[config.mk]
export PLATFORM = sky130hd
export DESIGN_NAME = icap_boot_ctrl
export DESIGN_NICKNAME = d
export VERILOG_FILES = /design/src/rtl/icap_boot_ctrl.sv
export SDC_FILE = /design/constraint.sdc
export NUM_CORES = 1
export LEC_CHECK = 0
export BUFFER_PORTS_ARGS = -buffer_cell sky130_fd_sc_hd__buf_2
export CORE_MARGIN = 2
export CORE_UTILIZATION = 55
export DETAILED_ROUTE_END_ITERATION = 10
export GPL_TIMING_DRIVEN = 1
export PLACE_DENSITY = 0.77
export SYNTH_ARGS = -nofsm -noshare
export SYNTH_HDL_FRONTEND = slang
export SYNTH_SLANG_ARGS = --single-unit
[constraint.sdc]
create_clock -name clk -period 2.41 [get_ports clk]
set_clock_uncertainty 0.05 [all_clocks]
set_input_delay 0.3615 -clock clk [delete_from_list [all_inputs] [get_ports clk]]
set_output_delay 0.3615 -clock clk [all_outputs]
set_load 0.03 [all_outputs]
[src/rtl/icap_boot_ctrl.sv]
// icap_boot_ctrl: debounced button / DFU detach triggered ICAPE2 IPROG warm-boot sequencer
module icap_boot_ctrl #(
    parameter logic [31:0] WBSTAR_ADDR     = 32'h0200_0000,
    parameter logic [15:0] DEBOUNCE_CYCLES = 16'd50000,
    parameter logic [15:0] HOLDOFF_CYCLES  = 16'hffff
) (
    input  logic        clk,
    input  logic        reset,
    input  logic        boot_button,
    input  logic        dfu_detach,
    output logic        icap_csib,
    output logic        icap_rdwrb,
    output logic [31:0] icap_i,
    output logic        busy,
    output logic        done
);
    typedef enum logic [2:0] {IDLE, ARM, SEND, FINISH, DONE} state_t;
    state_t      state, state_n;
    logic [1:0]  btn_sync;
    logic [15:0] deb_cnt, holdoff;
    logic        armed, pending, button_trig;
    logic [2:0]  idx, idx_n;
    logic [31:0] word, word_sw;
    assign button_trig = armed && btn_sync[1] && deb_cnt == DEBOUNCE_CYCLES - 16'd1;
    // two-flop synchronizer for the raw button
    always_ff @(posedge clk or negedge reset)
        if (!reset) btn_sync <= 2'b00;
        else btn_sync <= {btn_sync[0], boot_button};
    // count stable-high cycles; fire once, re-arm only after a low cycle
    always_ff @(posedge clk or negedge reset)
        if (!reset) begin
            deb_cnt <= 16'd0;
            armed   <= 1'b1;
        end else if (!btn_sync[1]) begin
            deb_cnt <= 16'd0;
            armed   <= 1'b1;
        end else if (armed) begin
            deb_cnt <= deb_cnt + 16'd1;
            armed   <= !button_trig;
        end
    // post-reset holdoff, saturating at zero
    always_ff @(posedge clk or negedge reset)
        if (!reset) holdoff <= HOLDOFF_CYCLES;
        else if (holdoff != 16'd0) holdoff <= holdoff - 16'd1;
    // request latch: set only while idle, cleared when the sequence arms
    always_ff @(posedge clk or negedge reset)
        if (!reset) pending <= 1'b0;
        else pending <= (state_n == ARM) ? 1'b0 : pending | (state == IDLE && (button_trig || dfu_detach));
    // next-state and word index
    always_comb begin
        state_n = state;
        idx_n   = idx;
        case (state)
            IDLE:    if (pending && holdoff == 16'd0) state_n = ARM;
            ARM:     begin state_n = SEND; idx_n = 3'd0; end
            SEND:    begin idx_n = idx + 3'd1; if (idx == 3'd7) state_n = FINISH; end
            FINISH:  state_n = DONE;
            default: state_n = DONE;
        endcase
    end
    // IPROG command stream, selected by the upcoming word index
    always_comb begin
        word = 32'h0;
        case (idx_n)
            3'd0: word = 32'hFFFF_FFFF;
            3'd1: word = 32'hAA99_5566;
            3'd2: word = 32'h2000_0000;
            3'd3: word = 32'h3002_0001;
            3'd4: word = WBSTAR_ADDR;
            3'd5: word = 32'h3000_8001;
            3'd6: word = 32'h0000_000F;
            3'd7: word = 32'h2000_0000;
        endcase
    end
    for (genvar b = 0; b < 4; b++) begin : g_byte
        for (genvar k = 0; k < 8; k++) begin : g_bit
            assign word_sw[8*b+k] = word[8*b+7-k];
        end
    end
    // state register and outputs registered from the next state
    always_ff @(posedge clk or negedge reset)
        if (!reset) begin
            state      <= IDLE;
            idx        <= 3'd0;
            icap_csib  <= 1'b1;
            icap_rdwrb <= 1'b1;
            icap_i     <= 32'h0;
            busy       <= 1'b0;
            done       <= 1'b0;
        end else begin
            state      <= state_n;
            idx        <= idx_n;
            icap_csib  <= state_n != SEND;
            icap_rdwrb <= state_n == IDLE || state_n == DONE;
            icap_i     <= (state_n == SEND) ? word_sw : 32'h0;
            busy       <= state_n == ARM || state_n == SEND || state_n == FINISH;
            done       <= state_n == DONE;
        end
endmodule

### Yosys cells after proc, flatten, opt, wreduce, memory -nomap -nowiden

Memory sizes are Yosys's and may differ from the RTL's.
Index checks and enable logic that the tools add are counted.

* add/sub/neg operators: 3
* equal/unequal tests: 10
* multiplexer cells: 10
* bitwise logic cells: 1
* reductions and logical operators: 13

Operators by type and width (number)
* $mux 16: 2
* $mux 32: 1
* $add 16x1->16 const B: 1
* $eq 16x16->1 const B: 1
* $logic_not 16->1: 1
* $reduce_bool 16->1: 1
* $sub 16x1->16 const B: 1
* $eq 3x2->1 const B: 3
* $pmux 3 s3: 1
* $eq 3x1->1 const B: 2
* $eq 3x3->1 const B: 2
* $logic_not 3->1: 2
* $mux 3: 2
* $pmux 3 s2: 1
* $logic_and 1x1->1: 4
* $logic_or 1x1->1: 4
* $add 3x1->3 const B: 1
* $mux 1: 3
* $ne 3x2->1 const B: 1
* $ne 2x1->1 const B: 1
* $logic_not 1->1: 1
* $or 1x1->1: 1

* register bits after elaboration: 78
* bits in read-only memories: 256
* bits of input ports: 4
* memories kept: 1

Memory list
* (name not given): words 8, bits a word 32, rd ports 1, clocked after Yosys merged registers in 0, wr ports 0, RTL line 64 `case (idx_n)`

### Logic depth before layout (Yosys ltp)

* depth in word-level cells: 7
* depth in mapped cells: 9

### Worst setup path before layout

OpenSTA, ideal clock, no wires.

* kind: register to register
* start point: register idx[0]
* end point: register icap_i[4]
* library setup time: 0.080 ns
* arrival time: 1.982 ns
* required time: 2.280 ns
* path slack: 0.298 ns
* stages on the path, launching flop included: 8
* path buffers: 0
* cells stage by stage: dfrtp_1 > ha_1 > ha_1 > nor4bb_1 > a211oi_1 > inv_1 > nand2_1 > a21oi_1

* elaborated cells between the ends (all ways): 8
* classes of those cells: 1 x add/sub; 2 x eq/ne; 4 x mux; 1 x memory

RTL lines
* from (decl): RTL line 22 `logic [2:0] idx, idx_n;`
* from (signal assigned): RTL line 92 `idx <= idx_n;`
* $add 3x1->3: RTL line 56 `SEND: begin idx_n = idx + 3'd1; if (idx == 3'd7) state_n = FINISH; end`
* $pmux 3 s2: RTL line 53 `case (state)`
* net idx_n[2]: RTL line 22
* $mem_v2 8x32
* $mux 32: RTL line 95 `icap_i <= (state_n == SEND) ? word_sw : 32'h0;`
* to (signal assigned): RTL line 95
* to (decl): RTL line 13 `output logic [31:0] icap_i,`

The timed path passes the listed nets, and every way through them passes these cells.
A chain may end at the register's enable or synchronous reset.

### Worst setup path after layout

* start point: register holdoff[1]
* end point: register holdoff[1]

* word-level cells in the longest chain between the ends: 1
* elaborated cells between the ends (all ways): 2
* classes of those cells: 1 x add/sub; 1 x reduce/logical

Ends and longest elaborated chain
* from (decl): RTL line 20 `logic [15:0] deb_cnt, holdoff;`
* from (signal assigned): RTL line 44 `else if (holdoff != 16'd0) holdoff <= holdoff - 16'd1;`
* $sub 16x1->16 / $reduce_bool 16->1 (equally long branches): RTL line 44

Several ways; a longest one is shown, not always the timed one.

==> metrics.md <==
| Metric | Value |
|---|---|
| Total power | `2.462 mW` |
| Compound-Gate Fraction of Synth Area | `0.08159` |
| Crit-path slowest cell | `or4b_4` |
| Synth Instances | `255` |
| Clock tree buffer depth | `2` |
| Peak supply drop | `0.3499 mV` |
| Crit-path cells | `inv_1 -> ha_1 -> nor3b_1 -> or4b_4 -> nor4_4 -> buf_4 -> mux2i_1` |
| Clock buffer count from CTS | `5` |
| DRT iter0 DRCs | `150` |
| Syn_area_per_cell | `between 10 and 15 sq um` |
| Max-Cap Viols | `0` |
| Die Ht | `74.65 um` |
| Netlist cell types | `45` |
| Asr flop ratio synth | `1.000` |
| XOR/XNOR Fraction of Synth Area | `0.06062` |
| CP required | `between 2000 and 3000 ps` |
| Yosys warnings | `0` |
| Reg2Reg Depth | `7` |
| Worst slew pin tran | `roughly 680 ps` |
| Leading post-synthesis cells by cell area | `dfrtp_1 34%, dfstp_2 18%, buf_4 6.0%, xor2_1 4.1%, ha_1 3.6%` |
| Synth area leader | `dfrtp_1` |
| CTS tree | `yes` |
| Largest net degree at the start of global routing | `57` |
| Power density cells | `between 800 and 900 nW/um^2` |
| Pint | `1.632 mW` |
| Seq. cell area | `around 1400 sq um` |
| Setup bufs post-CTS | `0` |
| Adder-cell area share of the yosys netlist | `0.03646` |
| Yosys reg bits | `between 50 and 60` |
| Insertion delay to the later sink of the worst-skew pair | `310 ps` |
| Synth-to-Final Area Change | `9.845%` |
| Clock Pin Slew Worst Setup and Hold Paths | `around 90 ps` |
| Die area | `5573 sq um` |
| Antenna violations before repair | `0` |
| Final setup viols | `0` |
| Pleak | `1.475 nW` |
| Reg power frac | `0.457` |
| Nets | `just under 300` |
| Final Hold Viols | `0` |
| Sequential area share after synthesis | `0.5191` |
| Sw Pwr | `between 0.8 and 0.9 mW` |
| Outcome | `finished, final reports clean` |
| Mapped Nets | `between 200 and 300` |
| Total grt overflow | `0` |
| Setup CP Type | `reg2reg` |
| IO Port Bufs | `39` |
| Slew headroom | `0.5483` |
| Startpoint types | `flop` |
| Multiplexer share of the synthesized area | `0.02279` |
| Synth Flop Type | `dfrtp_1` |
| Fillers | `between 400 and 500` |
| CP Capture Type | `flop` |
| Worst path arrival time | `between 2000 and 2500 ps` |
| Die W | `about 75 um` |
| Vias | `approximately 1900` |
| F_max | `roughly 460 MHz` |
| Simple-gate share of the synthesized area | `0.1987` |
| TritonRoute pass-1 iters | `4` |
| ANT cells | `0` |
| CTS resizes | `0` |
| Final setup TNS | `0 ps` |
| Mapped Area | `between 2000 and 3000 sq um` |
| IO Count | `40` |
| Max stage delay on crit path | `between 500 and 600 ps` |
| Routed WL | `roughly 4500 um` |
| Htree depth | `2` |
| Slew Viols, Final | `0` |
| Hpwl dp | `around 3100 um` |
| Tcrit/Tclk final | `0.9105` |
| DRC viols | `0` |
| Global placement routability congestion | `about 0.79` |
| CTS root buf | `clkbuf_8` |
| First-pass GRT wire length | `around 7700 um` |
| Antenna violation net count after detailed routing | `0` |
| RSZ-0062 raised after global routing | `no` |
| Fin crit period | `2194 ps` |
| Net Sw Frac | `0.3372` |
| Yosys top cell area share | `0.3373` |
| Multi-input gate area | `1099 sq um` |
| Row count | `25` |
| CP max FO | `9` |
| Logic pwr share | `0.299` |
| Starting Density | `0.5774` |
| Vias in the first global route | `about 1700` |
| Area of the core | `around 4800 sq um` |
| Post-DR wirelength/cell | `between 10 and 15 um` |
| Post-synth EDFFs | `0` |
| Vias per cell | `roughly 5.4` |
| Hold Crit Class | `in2reg` |
| Largest family of logic cells by synthesized area | `simple AND/OR/NAND/NOR gates` |
| CTS Hold Buffers Added | `0` |
| Clock power frac | `0.244` |
| Share of layout cells above drive strength 1 | `0.3099` |
| Hold Crit Depth | `1` |
| Clock sinks | `56` |
| Overall routing resource usage | `0.1784` |
-- logic make-up (layout without fill, tap and decap cells) --
| group | Yosys count | after routing |
|---|---|---|
| DFF | 56 | 56 |
| and+or+nand+nor | 93 | 93 |
| AOI/OAI and AO/OA | 36 | 36 |
| buffers and inverters | 37 | 66 |
| muxes | 6 | 6 |
| xor gates and xnor gates | 19 | 19 |
| adders and majority gates | 8 | 8 |
-- state kept, by name (all words and copies together), names as in the netlist --
name        cells
armed           1
deb_cnt        16
pending         1
icap_rdwrb      1
busy            1
holdoff        16
idx             3
state           3
icap_csib       1
btn_sync        2
done            1
icap_i         10
-- Yosys cell counts, types with 3 or more instances --
cell type  count
dfrtp_1       37
buf_4         22
nor2_1        22
dfstp_2       19
nor3_1        14
xor2_1        13
a21oi_1       11
inv_1         11
nand2_1       10
nand4_1        9
o21ai_0        9
ha_1           8
nor3b_1        7
xnor2_1        6
clkbuf_1       4
mux2i_1        4
nand3_1        4
a21o_1         3
a31oi_1        3
or2_2          3
or3_1          3
or4_1          3
-- metrics by stage --
stage | util | hold WS [ps] | cell area, sq um | instances | setup slack [ps]
floorplan | - | 15.91 | 2745 | 255 | 298.3
global placement | 0.6108 | 282.9 | 2904 | 343 | 323.9
detailed placement | 0.6108 | 285.5 | 2904 | 343 | 234.8
CTS | 0.6342 | 92.94 | 3015 | 351 | 210.2
global route | 0.6342 | 89.90 | 3015 | 351 | 40.08
finish | 0.6342 | 102.9 | 3015 | 351 | 215.6
-- per-layer routing --
layer | track usage | vias to the layer above | share of wire
met5 | 0 | - | 0
met2 | 0.2694 | 54 | 0.44
met1 | 0.2592 | 889 | 0.49
met4 | 0.05556 | 0 | 0.013
li1 | - | 935 | -
met3 | 0.04016 | 5 | 0.048
-- final cells by class --
class                           instances  area share
Inverter                               11     0.01369
Sequential cell                        56      0.4726
Multi-Input combinational cell        162      0.3643
Timing Repair Buffer                   47     0.08465
Clock inverter                          3     0.01411
Tap cell                               67     0.02780
Clock buffer                            5     0.02282
-- power groups by stage --
stage | Combinational (mW) | Sequential, mW | Clock [mW]
2_1_floorplan | 0.448 | 1.25 | 0
3_3_place_gp | 0.730 | 1.14 | 0
3_5_place_dp | 0.738 | 1.14 | 0
4_1_cts | 0.744 | 1.13 | 0.620
5_1_grt | 0.829 | 1.14 | 0.644
6_report | 0.736 | 1.13 | 0.601
-- final timing paths --
path | startpoint | to | slack (ps)
worst max-delay path | holdoff[1] | holdoff[1] | 220
worst min-delay path | boot_button | btn_sync[0] | 100
worst max register to register | holdoff[1] | holdoff[1] | 220
worst min register to register | btn_sync[0] | btn_sync[1] | 310
max in group asynchronous | reset | idx[1] | 1740
min in group asynchronous | reset | deb_cnt[2] | 120
-- critical path: cells and delay by family (launching register included) --
| family | cells | cell delay (ps) |
|---|---|---|
| DFF | 1 | 390 |
| adders and majority gates | 1 | 160 |
| and+or+nand+nor | 3 | 1030 |
| muxes | 1 | 210 |
| buffers and inverters | 2 | 280 |
-- cells in the final DEF, fill, tap and decap left out, types with 3 or more instances in the layout --
cell / n
clkbuf_8: 5
dfrtp_1: 37
nand4_1: 9
buf_2: 39
xnor2_1: 6
nand3_1: 4
nor2_1: 22
nor3_1: 14
a31oi_1: 3
or3_1: 3
inv_1: 11
or4_1: 3
nor3b_1: 7
dfstp_2: 19
xor2_1: 13
mux2i_1: 4
or2_2: 3
ha_1: 8
a21o_1: 3
a21oi_1: 11
buf_4: 8
o21ai_0: 9
nand2_1: 10
Note: power is estimated with default switching activity, not from simulation.
